<file path="src/rtl/mem_arbiter_2x1_pkg.sv">
// Shared types for the two-master RAM arbiter: default bus widths, master id and
// the read-return tag that rides the latency pipe.
package mem_arb_pkg;

  localparam int ADDR_W = 12;
  localparam int DATA_W = 16;

  typedef logic master_id_t;

  localparam master_id_t M0 = 1'b0;
  localparam master_id_t M1 = 1'b1;

  typedef struct packed {
    logic       valid;
    master_id_t id;
  } rd_tag_t;

endpackage

</file>
<file path="src/rtl/mem_arbiter_2x1_if.sv">
// Per-master request/response bus. The master modport is the requester side; the
// slave modport is what the arbiter presents to each requester.
interface mem_arbiter_2x1_if #(
  parameter int ADDR_W = mem_arb_pkg::ADDR_W,
  parameter int DATA_W = mem_arb_pkg::DATA_W
);

  logic [ADDR_W-1:0] address;
  logic              read;
  logic              write;
  logic [DATA_W-1:0] writedata;
  logic              waitrequest;
  logic [DATA_W-1:0] readdata;
  logic              readdatavalid;

  modport master (
    output address, read, write, writedata,
    input  waitrequest, readdata, readdatavalid
  );

  modport slave (
    input  address, read, write, writedata,
    output waitrequest, readdata, readdatavalid
  );

endinterface

</file>
<file path="src/rtl/mem_arbiter_2x1_rd_pipe.sv">
// Fixed-depth shift register of read tags. The tag leaving the last stage lines up
// with the RAM's read data for the read that pushed it.
module mem_arb_rd_pipe
  import mem_arb_pkg::*;
#(
  parameter int READ_LATENCY = 1
) (
  input  logic    clk,
  input  logic    rst,
  input  rd_tag_t push,
  output rd_tag_t pop
);

  rd_tag_t stage [READ_LATENCY];

  always_ff @(posedge clk) begin
    if (!rst) begin
      // NOTE: every stage is cleared, not just the head; a stale valid left in the
      // pipe would report a read that was discarded by reset.
      for (int i = 0; i < READ_LATENCY; i++) stage[i] <= '0;
    end else begin
      stage[0] <= push;
      for (int i = 1; i < READ_LATENCY; i++) stage[i] <= stage[i-1];
    end
  end

  assign pop = stage[READ_LATENCY-1];

endmodule

</file>
<file path="src/rtl/mem_arbiter_2x1.sv">
// Round-robin arbiter sharing one fixed-latency single-port RAM between two masters.
// The grant is combinational; returning read data is steered by a tag pipe.
module mem_arbiter_2x1 #(
  parameter int ADDR_W       = mem_arb_pkg::ADDR_W,
  parameter int DATA_W       = mem_arb_pkg::DATA_W,
  parameter int READ_LATENCY = 1
) (
  input  logic              clk,
  input  logic              rst,
  mem_arbiter_2x1_if.slave  m0,
  mem_arbiter_2x1_if.slave  m1,
  output logic [ADDR_W-1:0] mem_address,
  output logic              mem_read,
  output logic              mem_write,
  output logic [DATA_W-1:0] mem_writedata,
  input  logic [DATA_W-1:0] mem_readdata
);

  import mem_arb_pkg::*;

  logic              req0;
  logic              req1;
  logic              contend;
  logic              accept;
  master_id_t        last_grant;
  master_id_t        winner;
  logic [ADDR_W-1:0] sel_address;
  logic [DATA_W-1:0] sel_writedata;
  logic              sel_read;
  logic              sel_write;
  rd_tag_t           push_tag;
  rd_tag_t           pop_tag;

  assign req0    = m0.read | m0.write;
  assign req1    = m1.read | m1.write;
  assign contend = req0 & req1;
  assign accept  = rst & (req0 | req1);

  // On contention the master that did not win last time goes first.
  always_comb begin
    // NOTE: defaults come first so every path assigns each output and no latch is
    // inferred.
    winner = M0;
    if (contend)   winner = ~last_grant;
    else if (req1) winner = M1;
  end

  // Idle cycles fall through to master 0's address and write data.
  always_comb begin
    sel_address   = m0.address;
    sel_writedata = m0.writedata;
    sel_read      = m0.read;
    sel_write     = m0.write;
    if (winner == M1) begin
      sel_address   = m1.address;
      sel_writedata = m1.writedata;
      sel_read      = m1.read;
      sel_write     = m1.write;
    end
  end

  assign mem_address   = sel_address;
  assign mem_writedata = sel_writedata;
  assign mem_write     = accept & sel_write;
  assign mem_read      = accept & sel_read & ~sel_write;

  assign m0.waitrequest = ~rst | (contend & (winner != M0));
  assign m1.waitrequest = ~rst | (contend & (winner != M1));

  always_ff @(posedge clk) begin
    // NOTE: non-blocking assignment so this register updates from pre-edge values,
    // independent of process ordering.
    if (!rst)        last_grant <= M1;
    else if (accept) last_grant <= winner;
  end

  assign push_tag = '{valid: mem_read, id: winner};

  mem_arb_rd_pipe #(
    .READ_LATENCY (READ_LATENCY)
  ) u_rd_pipe (
    .clk  (clk),
    .rst  (rst),
    .push (push_tag),
    .pop  (pop_tag)
  );

  // Data goes to both masters; only the valid pulse is steered by the tag.
  assign m0.readdata      = mem_readdata;
  assign m1.readdata      = mem_readdata;
  assign m0.readdatavalid = rst & pop_tag.valid & (pop_tag.id == M0);
  assign m1.readdatavalid = rst & pop_tag.valid & (pop_tag.id == M1);

endmodule

</file>
<file path="src/flat_wrapper.sv">
// flat-port wrapper written by rule: the top's interface ports become plain ports
module mem_arbiter_2x1_flat import mem_arb_pkg::*;
#(
  parameter int ADDR_W       = mem_arb_pkg::ADDR_W,
  parameter int DATA_W       = mem_arb_pkg::DATA_W,
  parameter int READ_LATENCY = 1
)
  (clk, rst, mem_address, mem_read, mem_write, mem_writedata, mem_readdata, m0_address, m0_read, m0_write, m0_writedata, m0_waitrequest, m0_readdata, m0_readdatavalid, m1_address, m1_read, m1_write, m1_writedata, m1_waitrequest, m1_readdata, m1_readdatavalid);
  mem_arbiter_2x1_if #(.ADDR_W(ADDR_W), .DATA_W(DATA_W)) m0_i ();
  mem_arbiter_2x1_if #(.ADDR_W(ADDR_W), .DATA_W(DATA_W)) m1_i ();
  input  logic clk;
  input  logic rst;
  output logic [ADDR_W-1:0] mem_address;
  output logic mem_read;
  output logic mem_write;
  output logic [DATA_W-1:0] mem_writedata;
  input  logic [DATA_W-1:0] mem_readdata;
  input wire logic [$bits(m0_i.address)-1:0] m0_address;
  input wire logic [$bits(m0_i.read)-1:0] m0_read;
  input wire logic [$bits(m0_i.write)-1:0] m0_write;
  input wire logic [$bits(m0_i.writedata)-1:0] m0_writedata;
  output wire logic [$bits(m0_i.waitrequest)-1:0] m0_waitrequest;
  output wire logic [$bits(m0_i.readdata)-1:0] m0_readdata;
  output wire logic [$bits(m0_i.readdatavalid)-1:0] m0_readdatavalid;
  input wire logic [$bits(m1_i.address)-1:0] m1_address;
  input wire logic [$bits(m1_i.read)-1:0] m1_read;
  input wire logic [$bits(m1_i.write)-1:0] m1_write;
  input wire logic [$bits(m1_i.writedata)-1:0] m1_writedata;
  output wire logic [$bits(m1_i.waitrequest)-1:0] m1_waitrequest;
  output wire logic [$bits(m1_i.readdata)-1:0] m1_readdata;
  output wire logic [$bits(m1_i.readdatavalid)-1:0] m1_readdatavalid;
  assign m0_i.address = m0_address;
  assign m0_i.read = m0_read;
  assign m0_i.write = m0_write;
  assign m0_i.writedata = m0_writedata;
  assign m0_waitrequest = m0_i.waitrequest;
  assign m0_readdata = m0_i.readdata;
  assign m0_readdatavalid = m0_i.readdatavalid;
  assign m1_i.address = m1_address;
  assign m1_i.read = m1_read;
  assign m1_i.write = m1_write;
  assign m1_i.writedata = m1_writedata;
  assign m1_waitrequest = m1_i.waitrequest;
  assign m1_readdata = m1_i.readdata;
  assign m1_readdatavalid = m1_i.readdatavalid;
  mem_arbiter_2x1 #(.ADDR_W(ADDR_W), .DATA_W(DATA_W), .READ_LATENCY(READ_LATENCY)) u_core (.clk(clk), .rst(rst), .m0(m0_i), .m1(m1_i), .mem_address(mem_address), .mem_read(mem_read), .mem_write(mem_write), .mem_writedata(mem_writedata), .mem_readdata(mem_readdata));
endmodule
</file>
<file path="config.mk">
export PLATFORM = sky130hd
export DESIGN_NAME = mem_arbiter_2x1_flat
export DESIGN_NICKNAME = d
export VERILOG_FILES = /design/src/rtl/mem_arbiter_2x1_pkg.sv /design/src/rtl/mem_arbiter_2x1_if.sv /design/src/rtl/mem_arbiter_2x1_rd_pipe.sv /design/src/rtl/mem_arbiter_2x1.sv /design/src/flat_wrapper.sv
export SDC_FILE = /design/constraint.sdc
export NUM_CORES = 1
export LEC_CHECK = 0
export ABC_AREA = 1
export CAP_MARGIN = 30
export CORE_UTILIZATION = 18
export DETAILED_ROUTE_END_ITERATION = 8
export PLACE_DENSITY = 0.8
export SYNTH_ARGS = -nofsm -noshare
export SYNTH_HDL_FRONTEND = slang
export SYNTH_HIERARCHICAL = 1
export SYNTH_SLANG_ARGS = --single-unit
</file>
<file path="constraint.sdc">
create_clock -name clk -period 1.3 [get_ports clk]
set_clock_uncertainty 0.2 [all_clocks]
set_input_delay 0.26 -clock clk [delete_from_list [all_inputs] [get_ports clk]]
set_output_delay 0.26 -clock clk [all_outputs]
set_load 0.005 [all_outputs]
</file>
Word level (Yosys, flattened, before mapping) --
Memories as Yosys holds them, arrays and structs flattened. Index checks and enable logic that the tools add are counted.
Word-level totals: flip-flop bits (word level) 1, bits in latches 0, memories 1, input bits 78, logic and storage cells 33, ROM bits 0, memory bits (writable) 2
Operators by class: eq/ne operators 0, bitwise gates (word level) 20, add/sub/neg operators 0, multipliers 0, shift operators 0, divide/modulo/power cells 0, mux-type cells 10, order comparisons 0, reductions and logical operators 1
Memories:
- u_core.u_rd_pipe.stage | depth 1, bits a word 2, rd ports 1, clocked after memory_dff 0, wr ports 1, RTL line mem_arbiter_2x1_rd_pipe.sv:14 | rd_tag_t stage [READ_LATENCY];
Operators by type and width (count):
- $mux 16 | 1
- $mux 12 | 1
- $and 1x1->1 | 10
- $mux 1 | 7
- $not 1->1 | 5
- $or 1x1->1 | 5
- $mux 2 | 1
- $reduce_or 2->1 | 1

Logic depth before layout (Yosys ltp) --
depth in word-level cells 7, mapped depth 8, depth with buffers taken out 8

Cells and area by module --
Netlist, hierarchy kept.
Modules (own cells, without submodules):
- mem_arbiter_2x1 | area each 734.5 µm², instances 1, cells each 149, seq. area each 20.0 µm²
- mem_arb_rd_pipe | area each 55.1 µm², instances 1, cells each 6, seq. area each 40.0 µm²

Worst setup path before layout --
Ideal clock, no wire load.
path kind input port to output port, start point in m0_read, end point out mem_address[10], buffers on the path 2, data arrival time 0.924 ns, cell stages on the path 7, slack -0.084 ns, cell sequence o21ai_2 -> nand2_2 -> inv_2 -> buf_6 -> buf_6 -> nand2_1 -> nand2_1
Between the ends: longest elaborated chain between the ends 4
Ends and longest elaborated chain:
- from (decl) | RTL line flat_wrapper.sv:19 | input wire logic [$bits(m0_i.read)-1:0] m0_read;
- $or 1x1->1 | RTL line mem_arbiter_2x1.sv:34 | assign req0 = m0.read | m0.write;
- $and 1x1->1 | RTL line mem_arbiter_2x1.sv:36 | assign contend = req0 & req1;
- $mux 1 | RTL line mem_arbiter_2x1.sv:44 | if (contend) winner = ~last_grant;
- $mux 12 | RTL line mem_arbiter_2x1.sv:54 | if (winner == M1) begin
- to (decl) | RTL line flat_wrapper.sv:13 | output logic [ADDR_W-1:0] mem_address;
Every way passes these cells.

Worst setup path in the final report --
start point reg u_core.last_grant, end point out mem_writedata[15]
Between the ends: longest elaborated chain between the ends 3
Ends and longest elaborated chain:
- from (decl) | RTL line mem_arbiter_2x1.sv:25 | master_id_t last_grant;
- from (signal assigned) | RTL line mem_arbiter_2x1.sv:74 | else if (accept) last_grant <= winner;
- $not 1->1 | RTL line mem_arbiter_2x1.sv:44
- $mux 1 | RTL line mem_arbiter_2x1.sv:44
- $mux 16 | RTL line mem_arbiter_2x1.sv:54
- to (decl) | RTL line flat_wrapper.sv:16 | output logic [DATA_W-1:0] mem_writedata;
Every way passes these cells.

==> summary.txt <==
status: finished with violations
failing checks: negative setup slack
pin count of the biggest net entering global routing: 11
crit path cell chain: o21ai_4, nand2_4, buf_6, buf_12, buf_6, nand2_2, nand2_1, buf_2
synth top area cells: nand2_1 44%, buf_4 30%, dfxtp_1 7.6%
number of flops mapped to enable cells by yosys: 0
routed wl met2: 1.735 mm
clk root buf: clkbuf_8
cell count of the worst reg-to-reg path: 10
hold path cells: 3
layout cells sized above 1: 49.18%
Final WS setup: -472.1 ps
Leak: 1.009 nW
Yosys warnings: 6
CORE AREA: 4115 µm²
Avg Inst Size Synth: 5.094 µm²
fin crit period: 1772 ps
Comb power frac: 68.4%
antenna cells: 0
max_cap viols: 0
Cells after Synth: 155
Clock Latency Late Sink: 220 ps
most frequent cell after synthesis: nand2_1
critical path type: flop to output pin
GP Congestion: 0.7634
Critical Path Fanout Max: 6
CTS max path bufs: 2
# fillers: 412
Critical Path AT: 1310 ps
Post-synth ARST share: 0%
Sink Count: 3
RSZ-0062 raised after global routing: true
Rows: 23
NetSw: 0.3881 mW
Final HPWL DP: 2.225 mm
Yosys reg bits: 3
final WL: 3.338 mm
CP startpoint: u_core/last_grant$_SDFFE_PN1P_
antenna violations before repair: 0
GRT Overall Usage: 13.12%
die area: 4655 µm²
DR top layer: met4
hold_buf cts: 0
post-route ant nets: 0
CP Capture Type: output pin
M1 WL: 1.174 mm
drt first-iter violations: 20
R2R Path End: u_core/u_rd_pipe/stage[0][1]$_SDFF_PN0_
crit path launch type: flop
Net Sw Frac: 32.22%
Slew HR: 89.74%
Hold Crit Class: input port to flop
post-synth cell types: 14
Slew @ Worst Pin: 153.3 ps
worst path required time: 840 ps
P per Cell Area: 621.1 nW/µm²
worst vdd ir: 0.3001 mV
Vias/cell: 4.088
routed vias: 1,202
top_reg_cell synth: dfxtp_1
Top-Level Pins: 144
CTS buffer count: 3
Starting Density: 19.19%
Die Y: 68.23 µm
port bufs: 95
DRC viols: 0
setup violators final: 34
synth cell count leaders: 93 x nand2_1, 32 x buf_4, 6 x inv_1
Worst path slowest cell: dfxtp_2
sequential power share: 8.7%
final hold vios: 0
Fmax: 564.3 MHz
remaining global-route overflow: 0
Syn Nets: 233
Final Slew Violations: 0
Worst Hold Margin: 128.6 ps
CP dominant cell by count: buf_6
average wire per standard cell: 11.35 µm
sequential fraction of the synthesis area: 7.607%
Pwr Total: 1.204 mW
final layout net count: 323
Worst Min Path Start: rst
first-pass GRT wire length: 4.685 mm
R2R setup slack: -100 ps
period utilization: 136.3%
Max stage delay on crit path: 320 ps
Fin Setup TNS: -13,340 ps
drt first pass iters: 4
vias in the first global route: 1,100
met3 wire length: 380 µm
Clock transition at path regs: 30 ps
share of Yosys cell area claimed by the top area cell type: 44.22%
htree depth: 1
worst r2r src: u_core/last_grant$_SDFFE_PN1P_
Die Wd: 68.23 µm
cell area after synthesis: 789.5 µm²
hold worst-path end: u_core/u_rd_pipe/stage[0][1]$_SDFF_PN0_
Area Growth Syn to Fin: 145.6%
cell-internal power: 0.8163 mW
area leader, netlist: nand2_1
clock share of power: 22.9%
TritonCTS clock tree: yes
[flip-flops by register name, summed over array words and instances, names as in the netlist]
register                flops
u_core/u_rd_pipe/stage      2
u_core/last_grant           1
[area by class of cell]
class | instances | area [µm²] | share of cell area [%]
clock buffer | 4 | 45.04 | 2.323
inverter | 8 | 35.03 | 1.806
multi-input combinational | 106 | 583.1 | 30.06
sequential | 3 | 62.56 | 3.226
tap | 50 | 62.56 | 3.226
timing repair buffer | 123 | 1151 | 59.35
[per-layer routing]
metal | global-route usage [%] | up-vias
met1 | 14.76 | 517
met3 | 4.000 | 12
met4 | 4.167 | 0
met5 | 0 | -
li1 | - | 604
met2 | 23.28 | 69
[layout by cell type (no fill, tap or decap), drive strengths merged]
cell type	instances
o211ai	1
clkbuf	4
o21ai	3
nand2	94
buf	67
dfxtp	3
or2	1
inv	8
nand3	2
nor2	5
clkdlybuf4s50	56
[per-stage QoR]
step           setup WS, ps  util [%]  instances  instance area [µm²]
6_report             -472.1     47.13        294                 1939
5_1_grt              -533.9     47.13        294                 1939
4_1_cts              -467.3     45.36        294                 1867
3_5_place_dp          -1069     40.16        275                 1653
3_3_place_gp          -1047     40.16        275                 1653
2_1_floorplan        -57.38         -        155                799.5
[critical path: cells and delay by family, from the launching register on]
kind,cells,cell delay (ps)
buffers and inverters,4,520
AOI/OAI and AO/OA,1,70
DFF,1,320
and+or+nand+nor,3,190
[how the worst max path moves through the flow]
stage | endpoint | slack, ps | depth (start not counted)
floorplan | mem_address[10] | -60 | 7
global placement | mem_writedata[15] | -1050 | 8
detailed placement | mem_address[9] | -1070 | 8
CTS | mem_writedata[9] | -470 | 8
global route | mem_address[7] | -530 | 8
finish | mem_writedata[15] | -470 | 8
[cell families (layout without fill, tap and decap cells)]
group                  after synthesis  count (layout)  share of synthesized area (%)
AND/OR/NAND/NOR                    102             102                          49.45
buffers and inverters               46             135                          39.62
AO/OA/AOI/OAI                        4               4                          3.329
flip-flops                           3               3                          7.607
[timing repair]
item	CTS	global route
setup endpoints to repair	37	35
gates resized for setup	208	29
setup buffers	14	2
cloned	4	0
pin swaps	25	17
[power by group through the flow]
stage                     Sequential [mW]  Clock [mW]  Combinational [mW]
after floorplan                     0.104           0               0.286
after global placement              0.105           0               0.681
after detailed placement            0.105           0               0.687
after CTS                           0.105       0.279               0.796
after global routing                0.106       0.286               0.905
final                               0.105       0.276               0.824
No activity file was read; power rests on OpenSTA's default activity.
